### src/rtl/mux4to1_rr_arb.sv
// Four-channel valid/ready merge into one registered output.
// Each beat is tagged with its source channel. Arbitration is round-robin or fixed priority.
module mux4to1_rr_arb #(
  parameter int DW       = 8,
  parameter bit ARB_MODE = 1'b1
) (
  input  logic            CLK,
  input  logic            RST_N,
  input  logic [3:0]      IN_VALID,
  input  logic [4*DW-1:0] IN_DATA,
  output logic [3:0]      IN_READY,
  output logic            OUT_VALID,
  output logic [DW-1:0]   OUT_DATA,
  output logic [1:0]      OUT_SEL,
  input  logic            OUT_READY
);

  logic [1:0]    ptr;
  logic [1:0]    base;
  logic [1:0]    grant;
  logic [1:0]    idx;
  logic          gnt_any;
  logic          can_load;
  logic          load;
  logic [DW-1:0] gnt_data;

  // Fixed priority is round-robin with the search always starting at channel 0.
  assign base = ARB_MODE ? ptr : 2'd0;

  // Walk the offsets from farthest to nearest so the nearest requester is left in grant.
  always_comb begin
    grant = base;
    idx   = 2'd0;
    for (int k = 3; k >= 0; k--) begin
      idx = base + 2'(k);
      if (IN_VALID[idx]) grant = idx;
    end
  end

  always_comb begin
    gnt_data = IN_DATA[0 +: DW];
    case (grant)
      2'd0:    gnt_data = IN_DATA[0*DW +: DW];
      2'd1:    gnt_data = IN_DATA[1*DW +: DW];
      2'd2:    gnt_data = IN_DATA[2*DW +: DW];
      default: gnt_data = IN_DATA[3*DW +: DW];
    endcase
  end

  assign gnt_any  = |IN_VALID;
  assign can_load = !OUT_VALID || OUT_READY;
  assign load     = can_load && gnt_any;

  // IN_READY is gated by RST_N so no channel sees a handshake while reset is held.
  assign IN_READY = (RST_N && load) ? (4'b0001 << grant) : 4'b0000;

  always_ff @(posedge CLK) begin
    if (!RST_N) begin
      OUT_VALID <= 1'b0;
      OUT_DATA  <= '0;
      OUT_SEL   <= 2'd0;
      ptr       <= 2'd0;
    end else if (can_load) begin
      OUT_VALID <= gnt_any;
      if (gnt_any) begin
        OUT_DATA <= gnt_data;
        OUT_SEL  <= grant;
        if (ARB_MODE) ptr <= grant + 2'd1;
      end
    end
  end

endmodule

### config.mk
export PLATFORM = sky130hd
export DESIGN_NAME = mux4to1_rr_arb
export DESIGN_NICKNAME = d
export VERILOG_FILES = /design/src/rtl/mux4to1_rr_arb.sv
export SDC_FILE = /design/constraint.sdc
export NUM_CORES = 1
export LEC_CHECK = 0
export ABC_AREA = 1
export CAP_MARGIN = 30
export CORE_UTILIZATION = 41
export CTS_CLUSTER_SIZE = 25
export DETAILED_ROUTE_END_ITERATION = 8
export PLACE_DENSITY = 0.87
export SYNTH_ARGS = -nofsm -noshare
export SYNTH_HDL_FRONTEND = slang
export SYNTH_SLANG_ARGS = --single-unit
export TNS_END_PERCENT = 30
### constraint.sdc
create_clock -name CLK -period 3.7 [get_ports CLK]
set_input_delay 0.925 -clock CLK [delete_from_list [all_inputs] [get_ports CLK]]
set_output_delay 0.925 -clock CLK [all_outputs]
set_load 0.005 [all_outputs]
Word level (Yosys, flattened, before mapping)
Index checks and enable logic that the tools add are counted.
{ "classes": {"n_addsub": 4, "n_lt_le_gt_ge": 4, "n_eq_ne": 2, "shifts": 1, "muxes": 14, "n_reduce_logical": 7} }
{ "op_table": {"columns": ["cell", "n"], "rows": [
  ["$pmux 8 s3", 1],
  ["$lt 2x3->1 const B", 4],
  ["$bmux 1 s2", 4],
  ["$mux 2", 4],
  ["$add 2x1->2 const B", 2],
  ["$add 2x2->2 const B", 2],
  ["$mux 1", 4],
  ["$mux 4", 1],
  ["$reduce_or 4->1", 1],
  ["$shl 1x2->4 const A", 1],
  ["$eq 2x1->1 const B", 1],
  ["$eq 2x2->1 const B", 1],
  ["$logic_and 1x1->1", 2],
  ["$logic_not 2->1", 1],
  ["$reduce_and 2->1", 1],
  ["$logic_not 1->1", 1],
  ["$logic_or 1x1->1", 1]
]} }
{ "word_totals": {"regBits": 13, "input_bits": 39, "out_inout_bits": 15} }

Longest topological paths before layout
Gate-level depths: netlist (run 1).
{ "depth": {"ltp_word": 9, "mapped_depth": 17, "depth_no_buf": 15} }

Least setup slack after synthesis (run 1)
Ideal clock, no wire load.
{ "synth_timing": {"kind": "input-to-output", "startpoint": "input port IN_VALID[1]", "endpoint": "output port IN_READY[2]", "t_arrival_ps": 2174, "path_slack_ps": 601, "stages": 14, "n_path_buf": 1, "cell_sequence": "inv_1 > o21ai_1 > nand2_1 > nand2_1 > nand2_1 > nand2_1 > nand2_1 > nand2_1 > nand2_1 > inv_1 > ha_1 > buf_1 > inv_1 > nor2_1"} }
{ "synth_between": {"elab_chain_len": 8, "elab_cells_between_ends": 17} }
{ "synth_rtl": {"columns": ["item", "line", "text"], "rows": [
  ["start, declared", "9", "input logic [3:0] IN_VALID,"],
  ["$bmux 1 s2", "36", "if (IN_VALID[idx]) grant = idx;"],
  ["$mux 1 (not written as such)", "36", null],
  ["$mux 2 (3 in a row)", "36", null],
  ["$mux 2 (*)", "36", null],
  ["named net grant[0]", "20", "logic [1:0] grant;"],
  ["$shl 1x2->4 (*)", "55", "assign IN_READY = (RST_N && load) ? (4'b0001 << grant) : 4'b0000;"],
  ["$mux 4 (*)", "55", null],
  ["end, declared", "11", "output logic [3:0] IN_READY,"]
]} }
Mark *: on every way through the listed nets, which the timed path passes. The rest lies on a longest branch. The select of a mux whose other input is x is not followed.

Worst setup path in the final report (run 1)
{ "layout_timing": {"startpoint": "input port IN_VALID[0]", "endpoint": "output port IN_READY[3]"} }
The elaborated chain is that of the path after synthesis.

==> flow_summary.toml, run 1 <==
[power]
clkPwrFrac_pct = 7.8
leakage_nw = 0.779
switching_share_of_power_pct = 44.7
power_density_mw_per_mm2 = 741
irDropWorstVdd_mv = 0.429
p_seq_share_pct = 20.2
internal_power_uw = 682
post-layout-total-power_mw = 1.23
comb_power_share_pct = 72.0
total_switching_power_uw = 551

[clocking]
cts.htree.levels = 1
cts_tree = "done"
clk_latency_ns = 0.30
maximum_clock_path_buffer_count = 2
numClockSinks = 13
cts_buffers = 3
cts_root_buf = "clkbuf_4"
post-cts-setup-buffers = 0
clk_pin_slew_worst_paths_ns = 0.09

[worst_setup_path]
endpoint_of_the_lowest_slack_register_to_register_path = "OUT_DATA[0]"
critical_path.max_stage_delay_ns = 0.50
crit_required_ns = 2.77
critical_path.most_common_cell = "nand2_2"
path_cells = "clkdlybuf4s50_1 -> inv_2 -> nand2_2 -> nand3_2 -> nand2_1 -> inv_1 -> nand2_1 -> nand2_2 -> nand2_2 -> nand2_2 -> nand2_2 -> buf_4 -> ha_1 -> inv_1 -> nor2_1 -> clkdlybuf4s15_1"
worstSetupEndpointType = "output pin"
crit_path_max_fanout = 3
crit_path_start_kind = "input pin"
worstReg2RegStart = "base[0]"
timing.critical_path.buf_inv = 6
reg2reg_setup_slack_ns = 1.28
reg2reg_depth = 14
crit_family = "buffers and inverters"
timing.critical_path.arrival_ns = 2.73
timing.setup.critical_path_class = "input pin to output pin"
crit_slowest_cell = "clkdlybuf4s50_1"

[floorplan]
core_region_area_mm2 = 0.00223
die_area_mm2 = 0.00260
die_y_um = 51.0
placementRows = 17
die_width_um = 51.0
num_io_pins = 54
initial_core_utilization_pct = 44.0

[placement]
gp_congestion = 0.787
portBuffers = 53
placedInstanceArea_mm2 = 0.00160
dp_hpwl_um = 2550

[sta]
achievable-frequency_ghz = 0.274
final.period_utilization_pct = 98.8
period_needed_ns = 3.66
slew-limit-headroom_pct = 60.8
setup_violations = 0
report.final.hold_viol_count = 0
clock_skew_ns = 0.00815
rsz0062_at_grt = "yes"
worst-slew-pin-transition_ns = 0.587
finalMaxSlewViolations = 0

[global_routing]
grt_antenna_before_repair = 0
grt_first_pass_wirelength_um = 5170
global_route.usage.total_pct = 26.9
largest_net_degree_at_the_start_of_global_routing = 17
number_of_global_route_vias_before_repair = 1312
globalRouteOverflowTotal = 0

[logic_synthesis]
synthesized_nets = 207
yosys-top-cells-area = "dfxtp_1, nand2_1, a21oi_1"
synth.ff_latch_count = 13
avgSynthCellArea_um2 = 6.03
netlist_area_um2 = 983
synth.largest_area_cell = "dfxtp_1"
synth.yosys.warnings = 0
synth.lib_cells_used.distinct = 20
synth_seq_area_share_pct = 26.5
synthDominantCellAreaShare_pct = 26.5
number_of_standard_cells_after_synthesis = 163

[route]
detail_route.wirelength_um = 3420
antenna_left = 0
drt_pre_antenna_iters = 4
drt_iter0_drc = 43
wl_per_cell_um = 13.6
avgViaCountPerCell = 5.13
detail_route.drc_violations = 0
route.vias.total = 1294

[finish]
layout-area-overhead-vs-synth_pct = 69.3
final_area_mm2 = 0.00167
finish.net_count = 269
drive_above_1_share_pct = 19.2
fill_cells = 182
antenna_cells_inserted = 0

[min_path]
min_delay_worst_endpoint = "OUT_DATA[4]"
hold_path.class = "flop to flop"
hold_path_depth = 2
hold_path_startpoint = "OUT_DATA[4]"

[run_status]
outcome = "finished, final reports clean"

[run]
timing.max_cap.violations = 0
## stage by stage
stage	hold WS (ns)	TNS, ns	std cells	setup slack [ns]	util, %
4_1_cts	0.550	-0.233	252	-0.233	73.3
3_3_place_gp	0.520	-0.488	248	-0.132	71.8
2_1_floorplan	0.526	0	163	0.601	-
6_report	0.541	0	252	0.0445	74.6
5_1_grt	0.607	-0.146	252	-0.0988	74.6
3_5_place_dp	0.535	-0.978	248	-0.265	71.8
## worst max path at each step
stage / start / endpoint / depth (start not counted)
floorplan: IN_VALID[1] / IN_READY[2] / 14
global placement: IN_VALID[1] / IN_READY[0] / 15
detailed placement: IN_VALID[1] / IN_READY[0] / 15
CTS: IN_VALID[1] / IN_READY[0] / 15
global route: IN_VALID[3] / IN_READY[3] / 16
finish: IN_VALID[0] / IN_READY[3] / 16
## repair_timing
| action | 4_1_cts | 5_1_grt |
|---|---|---|
| pin swaps | 1 | 1 |
| resized for setup | 6 | 15 |
| hold buffers | 0 | 0 |
| endpoints found under the setup margin | 4 | 4 |
## per-layer routing
layer / up-vias / share of wire (%) / track usage (%)
met2: 44 / 53 / 53.5
met1: 601 / 39 / 25.0
met4: 0 / 1.7 / 15.7
li1: 644 / - / -
met5: - / 0 / 0
met3: 5 / 6.2 / 4.76
## flip-flops by register name, summed over array words and instances, names as in the netlist
name and count:
OUT_DATA 8, OUT_SEL 2, OUT_VALID 1, base 2
## cell type report
cell class / instances / area [um^2] / share of cell area, %
Multi-Input combinational cell: 120 / 636 / 38.2
Clock buffer: 4 / 26.3 / 1.58
Inverter: 21 / 83.8 / 5.03
Timing Repair Buffer: 66 / 624 / 37.5
Sequential cell: 13 / 260 / 15.6
Tap cell: 28 / 35.0 / 2.10
## cell usage after synthesis
cell type   n
a21oi_1    17
a21oi_2     1
a31o_2      8
buf_1       1
buf_2       1
buf_6       1
clkbuf_1    6
dfxtp_1    13
ha_1        5
inv_1      19
inv_2       1
inv_6       1
nand2_1    58
nand3_1     6
nand3_2     1
nand3b_1    1
nand4_1     1
nor2_1      9
o21ai_0    10
o21ai_1     3
## worst register-to-register path, cell delays in order, from the launching register on
cell	delay, ns
dfxtp_1	0.63
inv_6	0.07
nand2_1	0.08
nand2_1	0.07
nand2_1	0.10
nand2_1	0.07
nand2_1	0.09
nand2_2	0.08
nand2_2	0.07
nand2_2	0.06
nand2_2	0.10
buf_4	0.11
ha_1	0.52
a21oi_1	0.14
a21oi_1	0.18
## layout by cell type (no fill, tap or decap)
master,instances
a21oi_1,17
a21oi_2,1
a31o_2,8
buf_4,13
clkbuf_1,1
clkbuf_2,1
clkbuf_4,3
clkdlybuf4s15_1,1
clkdlybuf4s50_1,49
dfxtp_1,13
dlygate4sd2_1,1
dlymetal6s2s_1,1
ha_1,3
ha_2,2
inv_1,17
inv_2,3
inv_6,1
nand2_1,52
nand2_2,6
nand3_1,3
nand3_2,4
nand3b_1,1
nand4_1,1
nor2_1,9
o21ai_0,10
o21ai_1,2
o21ai_2,1
## power groups by stage
stage	clock, mW	sequential, mW	combinational [mW]
2_1_floorplan	0	0.233	0.506
3_3_place_gp	0	0.241	0.820
3_5_place_dp	0	0.245	0.855
4_1_cts	0.0948	0.246	0.859
5_1_grt	0.0994	0.255	0.976
6_report	0.0957	0.249	0.889
## kinds of logic (layout without fill, tap and decap cells)
family	after synthesis	count (layout)	share of synthesized area [%]
adder cells (fa/ha/maj)	5	5	6.36
flip-flops	13	13	26.5
buffers and inverters	30	91	12.8
AO/OA/AOI/OAI	39	39	23.3
AND/OR/NAND/NOR	76	76	31.0
Note: power is estimated with default switching activity, not from simulation.
==> run 2, diff against run 1 <==
CORE_MARGIN = 1.5   (was default)
==> run 2 against run 1 <==
Sequential share of layout area increased by 0.15 points. Via count increased by 3.0%. Die area increased by 4.0%. Count of clock-buffer cells in the layout unchanged. Core utilization decreased by 0.73 points. Fmax decreased by 0.56%. Non-clock buffer count decreased by 3. Highest routed layer unchanged.
==> flow_summary.toml, run 2 (synthesized netlist as in run 1, its figures left out) <==
[run_status]
outcome = "finished, final reports clean"

[power]
post-layout-total-power_mw = 1.27
power_density_mw_per_mm2 = 769
irDropWorstVdd_mv = 0.448
leakage_nw = 0.772

[finish]
drive_above_1_share_pct = 16.7
largest_register = "OUT_DATA"
finish.net_count = 266
layout-area-overhead-vs-synth_pct = 67.7
final_area_mm2 = 0.00165
antenna_cells_inserted = 0
most_common_cell_after_layout_fill_and_taps_aside = "nand2_1"
layout_common_cells = "nand2_1, clkdlybuf4s50_1, inv_1"
largest_register_ff_count = 8
fin_cells = 249

[floorplan]
die_y_um = 52.0
num_io_pins = 54
initial_core_utilization_pct = 44.0
die_area_mm2 = 0.00270
core_region_area_mm2 = 0.00223
die_width_um = 52.0
placementRows = 17

[placement]
dp_hpwl_um = 2530
dp.cells = 244
place_worst_setup_slack_ns = -0.293
gp_congestion = 0.740
placedInstanceArea_mm2 = 0.00157
portBuffers = 53

[route]
detail_route.drc_violations = 0
drt_pre_antenna_iters = 4
wl_per_cell_um = 13.9
drt_iter0_drc = 27
route.vias.total = 1333
detail_route.wirelength_um = 3460
antenna_left = 0
avgViaCountPerCell = 5.35

[worst_setup_path]
timing.critical_path.buf_inv = 6
reg2reg_setup_slack_ns = 1.23
timing.critical_path.arrival_ns = 2.75
crit_path_max_fanout = 4
crit_family = "buffers and inverters"
worstReg2RegStart = "base[0]"
reg2reg_depth = 14
worstSetupEndpointType = "output pin"
critical_path.max_stage_delay_ns = 0.48
endpoint_of_the_lowest_slack_register_to_register_path = "OUT_DATA[1]"
critical_path_cell_count = 15
crit_required_ns = 2.77
timing.critical_path.to = "IN_READY[0]"
timing.critical_path.from = "IN_VALID[3]"
crit_slowest_cell = "clkdlybuf4s50_1"
path_cells = "clkdlybuf4s50_1 -> inv_1 -> nand2_2 -> nand3_2 -> nand2_1 -> inv_1 -> nand2_1 -> nand2_1 -> nand3_1 -> nand2_4 -> inv_2 -> ha_2 -> inv_1 -> nor2_1 -> dlygate4sd2_1"
crit_path_start_kind = "input pin"
timing.setup.critical_path_class = "input pin to output pin"

[clocking]
clk_pin_slew_worst_paths_ns = 0.09
cts_tree = "done"
cts_hold_buf = 0
numClockSinks = 13
cts.htree.levels = 1
cts_buffers = 3
cts_root_buf = "clkbuf_4"
maximum_clock_path_buffer_count = 2
clk_latency_ns = 0.28

[sta]
finalMaxSlewViolations = 0
report.final.hold_viol_count = 0
achievable-frequency_ghz = 0.272
slew-limit-headroom_pct = 62.3
rsz0062_at_grt = "yes"
final.period_utilization_pct = 99.4
fin_hold_ws_ns = 0.540
worst-slew-pin-transition_ns = 0.565
clock_skew_ns = 0.00210
finalWorstSetupSlack_ns = 0.0239
setup_violations = 0
period_needed_ns = 3.68

[min_path]
hold_path_depth = 2
hold_path.class = "flop to flop"

[global_routing]
largest_net_degree_at_the_start_of_global_routing = 17
globalRouteOverflowTotal = 0
number_of_global_route_vias_before_repair = 1298
grt_antenna_before_repair = 0
global_route.usage.total_pct = 26.2
grt_first_pass_wirelength_um = 5290

[run]
timing.max_cap.violations = 0
-- run 2: cell count changes in the layout (fill, tap and decap cells not counted) --
cell | previous run | this run
ha_4 | 0 | 1
clkdlybuf4s15_1 | 1 | 0
nand3_1 | 3 | 4
inv_1 | 17 | 18
nand2_2 | 6 | 4
buf_4 | 13 | 10
nand2_1 | 52 | 53
inv_2 | 3 | 2
ha_2 | 2 | 1
nand2_4 | 0 | 1
dlygate4sd2_1 | 1 | 2
nand3_2 | 4 | 3
-- run 2: where the power goes --
part	internal [mW]	total, mW	switching [mW]
registers	0.197	0.248	0.0509
logic	0.456	0.927	0.471
clock network	0.0419	0.0937	0.0518
-- run 2: repair_timing --
item / CTS / global route
setup endpoints to repair: 4 / 4
gates resized for setup: 9 / 10
pin swaps: 0 / 1
buffers inserted: 0 / 1
-- run 2: cell type report --
class	instances	area, um^2
fill	180	584
tap	28	35.0
timing repair buffer	63	601
clock buffer	4	26.3
inverter	21	83.8
multi-input combinational	120	643
sequential	13	260
-- run 2: metal layers --
layer	wire length, um	share of wire [%]	track usage (%)	vias up
met4	69	2.0	11.8	0
met1	1290	37	27.3	615
met3	221	6.4	2.87	11
met5	0	0	0	-
met2	1880	54	51.3	65
li1	-	-	-	642
-- run 2: worst min-delay path by stage --
stage | from | to
after floorplan | OUT_DATA[0] | OUT_DATA[0]
after global placement | OUT_DATA[4] | OUT_DATA[4]
after detailed placement | OUT_DATA[4] | OUT_DATA[4]
after CTS | OUT_DATA[4] | OUT_DATA[4]
after global routing | OUT_DATA[2] | OUT_DATA[2]
final | OUT_DATA[4] | OUT_DATA[4]
-- run 2: stage by stage --
stage | TNS (ns) | utilization, %
after floorplan | 0 | -
after global placement | -0.522 | 70.5
after detailed placement | -0.972 | 70.5
after CTS | -0.175 | 72.4
after global routing | -0.145 | 73.8
final | 0 | 73.8
-- run 2: worst reg2reg max path, cell delays in order, from the launching register on --
cell	delay (ns)
dfxtp_1	0.64
inv_6	0.07
nand2_1	0.07
nand2_1	0.08
nand2_1	0.11
nand2_1	0.06
nand2_1	0.07
nand2_1	0.07
nand2_1	0.07
nand2_2	0.07
nand2_4	0.13
buf_4	0.11
ha_1	0.50
a21oi_1	0.16
a21oi_1	0.19
